**config.mk**
```make
export PLATFORM = sky130hd
export DESIGN_NAME = counter
export DESIGN_NICKNAME = d
export VERILOG_FILES = /design/src/rtl/counter.sv
export SDC_FILE = /design/constraint.sdc
export NUM_CORES = 1
export LEC_CHECK = 0
export CAP_MARGIN = 15
export CORE_AREA = 2 2 39 41
export CTS_CLUSTER_SIZE = 25
export DETAILED_ROUTE_END_ITERATION = 7
export DIE_AREA = 0 0 41 43
export PLACE_DENSITY = 0.64
export SYNTH_ARGS = -nofsm -noshare
export SYNTH_HDL_FRONTEND = slang
export SYNTH_SLANG_ARGS = --single-unit
```
**constraint.sdc**
```tcl
create_clock -name clock -period 1.4 [get_ports clock]
set_clock_uncertainty 0.1 [all_clocks]
set_input_delay 0.14 -clock clock [delete_from_list [all_inputs] [get_ports clock]]
set_output_delay 0.14 -clock clock [all_outputs]
set_load 0.05 [all_outputs]
```
**src/rtl/counter.sv**
```systemverilog
// ============================================================================
//  Module      : counter
//  Description : Parameterizable up-counter with a wrap or saturate policy at
//                MAX_COUNT and a registered terminal-count flag.
//                Optional macro COUNTER_EDGE_TRIG_EN makes the counter advance
//                once per rising edge of trigger instead of once per cycle
//                while trigger is high.
//  Revision    : 1.0 - initial release
// ============================================================================
`default_nettype none
`timescale 1ns/1ps

module counter #(
  parameter int WIDTH     = 8,
  parameter int MAX_COUNT = 2**WIDTH-1,
  parameter int WRAP      = 1
) (
  input  logic             clock,
  input  logic             reset,
  input  logic             trigger,
  output logic [WIDTH-1:0] count,
  output logic             terminal
);

  localparam logic [WIDTH-1:0] MAX_VAL = WIDTH'(MAX_COUNT);
  localparam logic [WIDTH-1:0] ZERO    = '0;

  logic             advance;
  logic [WIDTH-1:0] next_count;

`ifdef COUNTER_EDGE_TRIG_EN
  logic trig_q;

  // Remember last cycle's trigger so a held-high trigger counts only once.
  always_ff @(posedge clock or negedge reset) begin
    if (!reset) begin
      trig_q <= 1'b0;
    end else begin
      trig_q <= trigger;
    end
  end

  assign advance = trigger & ~trig_q;
`else
  assign advance = trigger;
`endif

  // Next count: step by one below the terminal value, otherwise wrap or hold.
  // The explicit compare keeps MAX_COUNT < 2**WIDTH-1 working.
  always_comb begin
    next_count = count;
    if (advance) begin
      if (count == MAX_VAL) begin
        next_count = (WRAP != 0) ? ZERO : MAX_VAL;
      end else begin
        next_count = count + 1'b1;
      end
    end
  end

  // Count register and terminal flag; terminal is decoded from the next value
  // so it is high in exactly the cycles where count equals MAX_COUNT.
  always_ff @(posedge clock or negedge reset) begin
    if (!reset) begin
      count    <= '0;
      terminal <= 1'b0;
    end else begin
      count    <= next_count;
      terminal <= (next_count == MAX_VAL);
    end
  end

endmodule

`default_nettype wire

```
==> impl_metrics.tcl, run 1 <==
set metrics [dict create \
    power_mw 1.85 \
    grt_use_total_pct 13.4 \
    first_global_vias 381 \
    p_switching_mw 0.815 \
    antenna_cells 0 \
    max_freq_ghz 0.728 \
    synth_top_family_by_area "simple AND/OR/NAND/NOR gates" \
    floorplan.rows 14 \
    rsz0062_at_grt "true" \
    required_ns 1.44 \
    antenna_found_initial 0 \
    cts_setup_buffers 0 \
    ys_ff_latch 9 \
    syn_inst 42 \
    postPlaceCellArea_um2 724 \
    p_leak_nw 0.293 \
    grt_start_max_net_pins 10 \
    reg2regPathDepth 4 \
    yosysWarnings 0 \
    cap_violations 0 \
    p_per_area_nw_per_um2 2470 \
    synthToLayoutAreaGrowth_pct 65.7 \
    r2r_slack_ns 0.03 \
    yosys.area.top_type "dfrtp_1" \
    ys.flop_type "dfrtp_1" \
    crit_arrival_ns 1.42 \
    synthSimpleGateAreaFrac_pct 22.7 \
    hp-class "input port to async pin" \
    tightest_slew_ns 0.412 \
    dp_hpwl_um 721 \
    syn_area_per_cell_um2 10.8 \
    seq_power_share_pct 29.4 \
    slowest_stage "dfrtp_2" \
    setup_viol 0 \
    pwr-share-comb_pct 59.7 \
    vias 394 \
    synth_top_cell_area_share_pct 49.7 \
    clk_pin_slew_ns 0.07 \
    portBuffers 11 \
    final_area_um2 751 \
    drive_above_1_share_pct 48.3 \
    firstDrtPassIters 4 \
    cts_tree "built" \
    cpPeakStageDelay_ns 0.42 \
    synthMuxAreaShare_pct 2.49 \
    cp-start-kind "flip-flop" \
    p_int_mw 1.04 \
    viasPerCell 5.18 \
    rr_endpoint "terminal" \
    slew_headroom_pct 72.5 \
    whs_ns 0.0772 \
    fin_crit_ns 1.37 \
    die-area_um2 1760 \
    wl_per_cell_um 11.6 \
    ys_types 21 \
    r2r-start "count[1]" \
    wl_um 885 \
    seq_area_frac_synth_pct 49.7 \
    coreArea_um2 1380 \
    syn_area_um2 453 \
    synth-compound-area-share_pct 8.84 \
    ctsHtreeMaxLevel 1 \
    finalCritPeriodShare_pct 98.1 \
    drc_errors 0 \
    clkLatencyLatePin_ns 0.26 \
    synth_xor_area_share_pct 11.6 \
    hold_viol 0 \
    grt_pass1_wl_um 1620 \
    grt.overflow.total 0 \
    path_class "flip-flop to flip-flop" \
    place_congestion 0.825 \
    drv_slew 0 \
    cts_buffers 3 \
    p_sw_share_pct 44.0 \
    clock-root-buffer "clkbuf_4" \
    synthAdderAreaFrac_pct 2.76 \
    hold_buffers 0 \
    status "complete, no violations" \
    numClockSinks 9 \
    path_cells "ha_4 -> xor2_1 -> nand3_1 -> a2111oi_2" \
    synthArstFlopShare_pct 100 \
    crit_fanout 4 \
    clockBufferDepth 2 \
    chipWidth_um 41 \
    ys_top_cells_by_count "dfrtp_1 (9), xnor2_1 (5), nand2_1 (4)" \
    synth_most_common_cell "dfrtp_1" \
    ir_drop_uv 1320 \
    first_iter_violations 14 \
    ant_nets 0 \
    io-pin-count 12 \
    layout.nets 65 \
    post_cts_resized 0 \
    synthTopCellsByArea "dfrtp_1 (50%), xnor2_1 (9.7%), nand4_1 (4.1%)" \
    start_util_pct 32.7 \
    synth_edf_count 0 \
    power.share.clock_pct 10.9 \
    fillers 120 \
    syn_nets 46 \
    end_kind "flip-flop" \
    die-height_um 43 \
]
[power by group through the flow]
| stage | Sequential (mW) | Combinational (mW) | Clock (mW) |
|---|---|---|---|
| final | 0.545 | 1.11 | 0.203 |
| after global routing | 0.566 | 1.18 | 0.229 |
| after CTS | 0.544 | 1.12 | 0.215 |
| after detailed placement | 0.549 | 1.11 | 0 |
| after global placement | 0.547 | 1.10 | 0 |
| after floorplan | 0.834 | 0.263 | 0 |
[registers in the layout, summed over array words and instances (netlist names)]
| signal | flops |
|---|---|
| count | 8 |
| terminal | 1 |
[cell usage in the layout, fill, tap and decap left out]
cell / n
dfrtp_1: 2
o21ai_0: 1
xnor2_1: 5
a2111oi_2: 1
nor3_2: 1
nor2_1: 1
xor2_1: 1
and3_4: 1
a21oi_1: 3
mux2_2: 1
buf_12: 9
clkbuf_1: 1
nand3_1: 2
o21ai_1: 1
nand4_1: 3
or2_0: 1
nand3b_1: 1
dfrtp_2: 7
clkdlybuf4s50_1: 2
or3_1: 2
nand2_1: 4
nand4_2: 1
ha_4: 1
inv_1: 1
clkbuf_4: 3
buf_4: 4
[layout make-up]
type | instances | area [µm²] | share of cell area, %
clock buffer | 4 | 26.3 | 3.50
inverter | 1 | 3.75 | 0.500
multi-input combinational | 31 | 236 | 31.5
sequential | 9 | 234 | 31.2
tap | 16 | 20.0 | 2.67
timing repair buffer | 15 | 230 | 30.7
[worst max-delay path, delay by kind of cell (launching register included)]
| family | cells | cell delay (ns) |
|---|---|---|
| AOI/OAI and AO/OA | 1 | 0.30 |
| adders and majority gates | 1 | 0.17 |
| DFF | 1 | 0.42 |
| xor gates and xnor gates | 1 | 0.15 |
| and+or+nand+nor | 1 | 0.11 |
[how the worst max path moves through the flow]
stage               slack (ns)  startpoint  depth (start not counted)  endpoint
CTS                     -0.004    count[1]                          4  terminal
global placement         -0.09     trigger                          4  count[5]
floorplan                -0.06    count[1]                          4  terminal
detailed placement       -0.14     trigger                          4  count[5]
global route             -0.08    count[1]                          4  terminal
finish                    0.03    count[1]                          4  terminal
[per-layer routing]
layer / routed length (µm) / vias to the layer above / global-route usage, %
met3: 41 / 0 / 4.71
met1: 376 / 197 / 18.8
met4: 0 / 0 / 2.67
li1: - / 186 / -
met2: 467 / 11 / 19.4
met5: 0 / - / 0
[logic make-up (layout without fill, tap and decap cells)]
logic type,after synthesis,in the layout
muxes,1,1
adders and majority gates,1,1
DFF,9,9
and+or+nand+nor,17,17
AOI/OAI and AO/OA,6,6
xor gates and xnor gates,6,6
buffers and inverters,2,20
[through the flow]
step	setup slack, ns	utilization, %	cells	setup TNS (ns)
after floorplan	-0.0624	-	42	-0.0749
after global placement	-0.0862	52.4	72	-0.361
after detailed placement	-0.144	52.4	72	-0.658
after CTS	-0.00399	54.2	76	-0.00399
after global routing	-0.0813	54.2	76	-0.0922
final	0.0269	54.2	76	0
[timing repair]
item | in CTS | in global routing
cloned | 0 | 0
setup endpoints to repair | 1 | 2
hold endpoints to repair | 0 | 0
No activity file was read; power rests on OpenSTA's default activity.
==> run 2, diff against run 1 <==
- CTS_CLUSTER_SIZE: 25 -> 12
==> results of run 2 <==
No change in the layout: final DEF, timing and power equal those of run 1.
==> run 3, diff against run 2 <==
- ABC_CLOCK_PERIOD_IN_PS: unset -> 1400
==> results of run 3 <==
No change in the layout: final DEF, timing and power equal those of run 1.
